--- config.mk ---
export PLATFORM = sky130hd
export DESIGN_NAME = mem_arbiter
export DESIGN_NICKNAME = d
export VERILOG_FILES = /design/src/rtl/mem_arbiter.sv
export SDC_FILE = /design/constraint.sdc
export NUM_CORES = 1
export LEC_CHECK = 0
export ABC_AREA = 1
export ABC_CLOCK_PERIOD_IN_PS = 2350
export CAP_MARGIN = 20
export CORE_AREA = 2 2 181 183
export CTS_CLUSTER_SIZE = 14
export DETAILED_ROUTE_END_ITERATION = 7
export DIE_AREA = 0 0 183 185
export HOLD_SLACK_MARGIN = 0.06
export MAX_ROUTING_LAYER = met4
export PLACE_DENSITY = 0.7
export SLEW_MARGIN = 20
export SYNTH_ARGS = -nofsm -noshare
export SYNTH_HDL_FRONTEND = slang
export SYNTH_SLANG_ARGS = --single-unit
--- constraint.sdc ---
create_clock -name clk -period 2.35 [get_ports clk]
set_clock_uncertainty 0.1 [all_clocks]
set_input_delay 0.3525 -clock clk [delete_from_list [all_inputs] [get_ports clk]]
set_output_delay 0.3525 -clock clk [all_outputs]
set_load 0.01 [all_outputs]
--- src/rtl/mem_arbiter.sv ---
// Shares one memory port between data access and fetch; one CPU step per round (3 cycles min, 4 with data).
// Memory wait states stall the CPU via memready; a missing ack aborts the request after TMO cycles and sets err.
module mem_arbiter #(
  parameter int N   = 64,
  parameter int TMO = 255
) (
  input  logic         clk,
  input  logic         reset,
  input  logic [31:0]  instradr,
  output logic [31:0]  instr,
  input  logic [N-1:0] dataadr,
  input  logic [N-1:0] writedata,
  input  logic [1:0]   memwriteM,
  input  logic         memreadM,
  input  logic         dword,
  output logic [N-1:0] readdata,
  output logic         memready,
  output logic         mem_req,
  output logic [31:0]  mem_addr,
  output logic [N-1:0] mem_wdata,
  output logic [1:0]   mem_we,
  output logic         mem_dword,
  input  logic         mem_ack,
  input  logic [N-1:0] mem_rdata,
  output logic         err,
  output logic [31:0]  stall_cnt
);

  typedef enum logic [1:0] {ISSUE, DREQ, IREQ, READY} state_t;

  // The request is abandoned on the cycle that would make the TMO-th ack-less cycle.
  localparam logic [7:0] TMO_LAST = 8'(TMO - 1);

  state_t         state, state_nxt;
  logic [31:0]    hold_addr;
  logic [N-1:0]   hold_wdata;
  logic [1:0]     hold_we;
  logic           hold_rd;
  logic           hold_dword;
  logic [7:0]     wait_cnt;
  logic [31:0]    instr_q;
  logic [N-1:0]   readdata_q;
  logic           err_q;
  logic [31:0]    stall_q;
  logic           in_req;
  logic           tmo_hit;
  logic           req_entry;
  logic [N-1:0]   unused_dataadr;

  assign unused_dataadr = dataadr;

  assign in_req  = (state == DREQ) || (state == IREQ);
  // An ack in the same cycle as the timeout wins.
  assign tmo_hit = in_req && !mem_ack && (wait_cnt == TMO_LAST);
  assign req_entry = (state_nxt != state) && ((state_nxt == DREQ) || (state_nxt == IREQ));

  always_comb begin
    state_nxt = state;
    case (state)
      ISSUE:   state_nxt = ((memwriteM != 2'b00) || memreadM) ? DREQ : IREQ;
      DREQ: begin
        if (mem_ack)
          state_nxt = IREQ;
        else if (tmo_hit)
          state_nxt = READY;
      end
      IREQ: begin
        if (mem_ack || tmo_hit)
          state_nxt = READY;
      end
      READY:   state_nxt = ISSUE;
      default: state_nxt = ISSUE;
    endcase
  end

  always_comb begin
    mem_req   = 1'b0;
    mem_addr  = 32'h0;
    mem_wdata = '0;
    mem_we    = 2'b00;
    mem_dword = 1'b0;
    memready  = reset || (state == READY);
    if (!reset) begin
      case (state)
        DREQ: begin
          mem_req   = 1'b1;
          mem_addr  = hold_addr;
          mem_wdata = hold_wdata;
          mem_we    = hold_we;
          mem_dword = hold_dword;
        end
        IREQ: begin
          mem_req  = 1'b1;
          mem_addr = instradr;
        end
        default: ;
      endcase
    end
  end

  always_ff @(posedge clk) begin
    if (reset) begin
      state      <= ISSUE;
      hold_addr  <= 32'h0;
      hold_wdata <= '0;
      hold_we    <= 2'b00;
      hold_rd    <= 1'b0;
      hold_dword <= 1'b0;
      wait_cnt   <= 8'h0;
      instr_q    <= 32'h0;
      readdata_q <= '0;
      err_q      <= 1'b0;
      stall_q    <= 32'h0;
    end else begin
      state <= state_nxt;

      if (state == ISSUE) begin
        hold_addr  <= dataadr[31:0];
        hold_wdata <= writedata;
        hold_we    <= memwriteM;
        hold_rd    <= memreadM;
        hold_dword <= dword;
      end

      if (req_entry)
        wait_cnt <= 8'h0;
      else if (in_req && !mem_ack)
        wait_cnt <= wait_cnt + 8'd1;

      if ((state == DREQ) && mem_ack && hold_rd)
        readdata_q <= mem_rdata;
      if ((state == IREQ) && mem_ack)
        instr_q <= mem_rdata[31:0];

      // Aborted round returns a NOP so the CPU steps forward deterministically.
      if (tmo_hit) begin
        err_q   <= 1'b1;
        instr_q <= 32'h0;
        if ((state == DREQ) && hold_rd)
          readdata_q <= '0;
      end

      if ((state != READY) && (stall_q != 32'hFFFF_FFFF))
        stall_q <= stall_q + 32'd1;
    end
  end

  assign instr     = instr_q;
  assign readdata  = readdata_q;
  assign err       = err_q;
  assign stall_cnt = stall_q;

endmodule
* Yosys cells after proc, flatten, opt, wreduce, memory -nomap -nowiden *
Cells that the tools add are included.

word-level totals
  flip-flop bits (word level) = 239
  output and inout bits = 230
  word-level logic and storage cells = 59

cells by class
  eq/ne operators = 9
  muxes and demuxes = 18
  add/subtract/negate cells = 2
  reduce and logical (&&, ||, !) cells = 19

operator list
  cell                     number
  $mux W64                 5
  $pmux W32 S2             1
  $add A32 B1 Y32 const B  1
  $mux W32                 1
  $ne A32 B32 Y1 const B   1
  $mux W2                  6
  $add A8 B1 Y8 const B    1
  $eq A8 B8 Y1 const B     1
  $logic_and A1 B1 Y1      8
  $pmux W2 S4              1
  $eq A2 B2 Y1 const B     3
  $reduce_or A2 Y1         3
  $logic_or A1 B1 Y1       5
  $eq A2 B1 Y1 const B     2
  $mux W1                  4
  $logic_not A2 Y1         1
  $ne A2 B2 Y1             1
  $ne A2 B2 Y1 const B     1
  $reduce_bool A2 Y1       1
  $logic_not A1 Y1         1

* Depth between registers and ports, before layout *
  depth in word-level cells = 11
  gate-level depth with buffers = 12
  mapped depth without buffers = 12

* Worst setup path before layout *
No wires, ideal clock.

  path kind = register -> output
  from = register state[1]
  to = output port mem_addr[10]
  cell stages (with the launch flop) = 8
  arrival time = 1558 ps
  path slack = 340 ps
  path through = dfxtp_1 inv_1 ha_1 inv_1 nor2_1 inv_1 clkbuf_1 a21oi_1

between the ends
  word-level cells in the longest chain between the ends = 3
  elaborated cells on any way between the ends = 4

RTL lines
  item                                                 RTL line  RTL
  from (decl)                                          34        state_t state, state_nxt;
  from (signal assigned)                               115       state <= state_nxt;
  $eq A2 B2 Y1 / $eq A2 B1 Y1 (equally long branches)  84        case (state)
  $pmux W32 S2 *                                       84
  $mux W32 *                                           83        if (!reset) begin
  to (decl)                                            19        output logic [31:0] mem_addr,

Every way passes the cells marked *; elsewhere a longest branch is shown, timed or not.

* Final worst setup path *
  from = register state[1]
  to = output port mem_addr[13]

The elaborated chain is that of the path after synthesis.

==> impl_metrics.env <==
export IMPL_design_die_area_sq_um=33860
export IMPL_drv_cap=0
export IMPL_violations="setup timing"
export IMPL_finalHoldViolCount=0
export IMPL_syn_num_nets=1674
export IMPL_rr_endpoint="readdata[44]"
export IMPL_power_mw=12.29
export IMPL_peakVddDrop_uv=562.0
export IMPL_area_delta_synth_final_pct=58.82
export IMPL_critical_path_class="reg2out"
export IMPL_min_period_ps=2450
export IMPL_core_sq_um=32040
export IMPL_grt_ovfl_total=0
export IMPL_ys_ff_latch=239
export IMPL_cts_tree="built"
export IMPL_ios=461
export IMPL_cts_sinks=239
export IMPL_critPathMaxFanout=5
export IMPL_synth_edf_count=0
export IMPL_fmax_ghz=0.4082
export IMPL_tightest_slew_ps=465.9
export IMPL_reg2reg_from="state[1]"
export IMPL_core_rowCount=66
export IMPL_viasPerCell=4.813
export IMPL_grt_total_usage_pct=21.36
export IMPL_crit_path_end_kind="output pin"
export IMPL_holdCritPathClass="in2reg"
export IMPL_setup_slack_ps=-99.59
export IMPL_nNetsFinal=2097
export IMPL_hp_start="dataadr[3]"
export IMPL_dieHeight_microns=185
export IMPL_holdPathEnd="hold_addr[3]"
export IMPL_rsz0062_at_grt="yes"
export IMPL_synthTopCellsByArea="dfxtp_1 46%, nor2_1 14%, nand2_1 11%"
export IMPL_whs_path_depth=3
export IMPL_wl_per_cell_microns=16.27
export IMPL_initial_core_util_pct=32.56
export IMPL_setup_violations_final=24
export IMPL_async_reset_ff_share_pct=0
export IMPL_hold_buffers=0
export IMPL_h_tree_depth=1
export IMPL_cts_buffer_depth=3
export IMPL_syn_cell_area_sq_um=10430
export IMPL_synthAdderAreaFrac_pct=1.079
export IMPL_seq_area_frac_synth_pct=45.86
export IMPL_fillers=3047
export IMPL_drv_slew=0
export IMPL_avgSynthCellArea_sq_um=7.275
export IMPL_cp_required_ps=1900
export IMPL_synth_mux_area_share_pct=6.141
export IMPL_status="finished, violations left"
export IMPL_synth_cells=1434
export IMPL_drive_gt1_share_pct=18.11
export IMPL_tns_ps=-1037
export IMPL_yosys_cell_types_count=33
export IMPL_synth_area_leader_cell="dfxtp_1"
export IMPL_synth_top_family_by_area="simple AND/OR/NAND/NOR gates"
export IMPL_crit_arrival_ps=2000
export IMPL_power_density_nw_per_um2=741.6
export IMPL_fp_dieW_microns=183
export IMPL_leakagePower_nw=7.039
export IMPL_drc=0
export IMPL_reg2reg_slack_ps=240
export IMPL_clk_pin_slew_ps=60
export IMPL_grt_pass1_wl_microns=56790
export IMPL_place_congestion=0.8707
export IMPL_netlist_area_leader_share_pct=45.86
export IMPL_wirelength_microns=37190
export IMPL_place_hpwl_microns=24270
export IMPL_synth_compound_area_share_pct=10.47
export IMPL_grt_pass1_vias=10750
export IMPL_pre_cts_slack_ps=12.23
export IMPL_startpoint_type="flip-flop"
export IMPL_whs_ps=296.3
export IMPL_yosysMostFrequentCell="nor2_1"
export IMPL_grt_max_degree=110
export IMPL_clock_latency_ps=540
export IMPL_cts_buffers=28
export IMPL_synth_warnings=0
export IMPL_fin_crit_sh_pct=104.2
export IMPL_vias=11000
export IMPL_worst_r2r_path_depth=10
export IMPL_clockRootBuffer="clkbuf_16"
export IMPL_synth_simple_area_share_pct=29.19
export IMPL_synth_ff_type="dfxtp_1"
export IMPL_dr_pass1_iters=5
export IMPL_portBuffers=428
export IMPL_synth_commonest_cells="387 x nor2_1, 294 x nand2_1, 239 x dfxtp_1"
export IMPL_ant_nets=0
export IMPL_slew_headroom_pct=68.94
export IMPL_drt_iter0_markers=480
export IMPL_synth_xor_area_share_pct=2.183
export IMPL_antenna_found_initial=0
==> metrics by stage <==
stage / instances / utilization [%] / area [sq um]
2_1_floorplan: 1434 / - / 10430
3_3_place_gp: 2207 / 47.58 / 15250
3_5_place_dp: 2207 / 47.58 / 15250
4_1_cts: 2283 / 51.12 / 16380
5_1_grt: 2285 / 51.70 / 16570
6_report: 2286 / 51.71 / 16570
==> sequential cells by signal, summed over array words and instances, names as in the netlist <==
register and count:
hold_wdata 64, readdata 64, hold_addr 32, instr 32, stall_cnt 32, wait_cnt 8, hold_we 2, state 2
err 1, hold_dword 1, hold_rd 1
==> cell usage in the layout (no fill, tap or decap), drive strengths merged <==
cell type,instances
clkbuf,46
a21oi,96
clkinv,7
inv,32
bufbuf,1
ha,9
o21ai,108
nor3,8
nor2,397
nand2,305
diode,1
nand3,44
o21bai,1
mux2i,64
xor2,17
dfxtp,239
o31ai,1
buf,155
xnor2,9
bufinv,2
nand3b,3
clkdlybuf4s50,326
dlygate4sd2,1
and3,1
nand4,5
==> critical path: stages, from the launching register on <==
cell	delay (ps)
dfxtp_2	320
inv_2	80
buf_6	110
ha_4	170
buf_6	130
buf_6	130
buf_16	140
nand2_2	70
a21oi_4	150
buf_2	140
==> worst max path at each step <==
stage / startpoint / endpoint / slack (ps) / depth (start not counted)
3_3_place_gp: state[1] / mem_addr[31] / 70 / 8
2_1_floorplan: state[1] / mem_addr[10] / 340 / 7
3_5_place_dp: state[1] / mem_addr[31] / 10 / 8
4_1_cts: state[0] / mem_addr[13] / -120 / 9
6_report: state[1] / mem_addr[13] / -100 / 9
5_1_grt: state[0] / mem_addr[4] / -210 / 8
==> final cells by class <==
class | count | area, sq um | share of cell area, %
diodes | 1 | 2.502 | 0.01510
well taps | 408 | 510.5 | 3.081
clock inverters | 8 | 93.84 | 0.5664
flip-flops and latches | 239 | 4787 | 28.89
multi-input cells | 1068 | 5508 | 33.24
repair buffers | 487 | 4692 | 28.32
clock buffers | 42 | 844.6 | 5.097
inverters | 33 | 130.1 | 0.7854
==> routing by layer <==
layer	vias to the layer above	track usage [%]	part of all wire [%]
met5	-	-	0
met4	0	6.048	2.6
met3	63	4.109	6.7
met2	379	37.44	50
met1	5132	24.94	41
li1	5428	-	-
==> what timing repair did <==
item / CTS / global route
buffers inserted: 18 / 2
setup endpoints to repair: 101 / 90
pin swaps: 12 / 24
resized for setup: 453 / 82
gates cloned: 10 / 3
==> report_power, final <==
| part | switching [mW] | internal [mW] |
|---|---|---|
| Clock | 1.74 | 2.68 |
| Combinational | 1.68 | 1.44 |
| Sequential | 0.259 | 4.49 |
| Total | 3.68 | 8.61 |
==> cell families (layout without fill, tap and decap cells) <==
logic type      count (synthesis)  count (layout)
compound gates                206             206
xor+xnor                       26              26
fa+ha+maj                       9               9
buf+inv                       127             570
flops                         239             239
mux                            64              64
other cells                     0               1
simple gates                  763             763
Power figures use the tool's default switching activity.
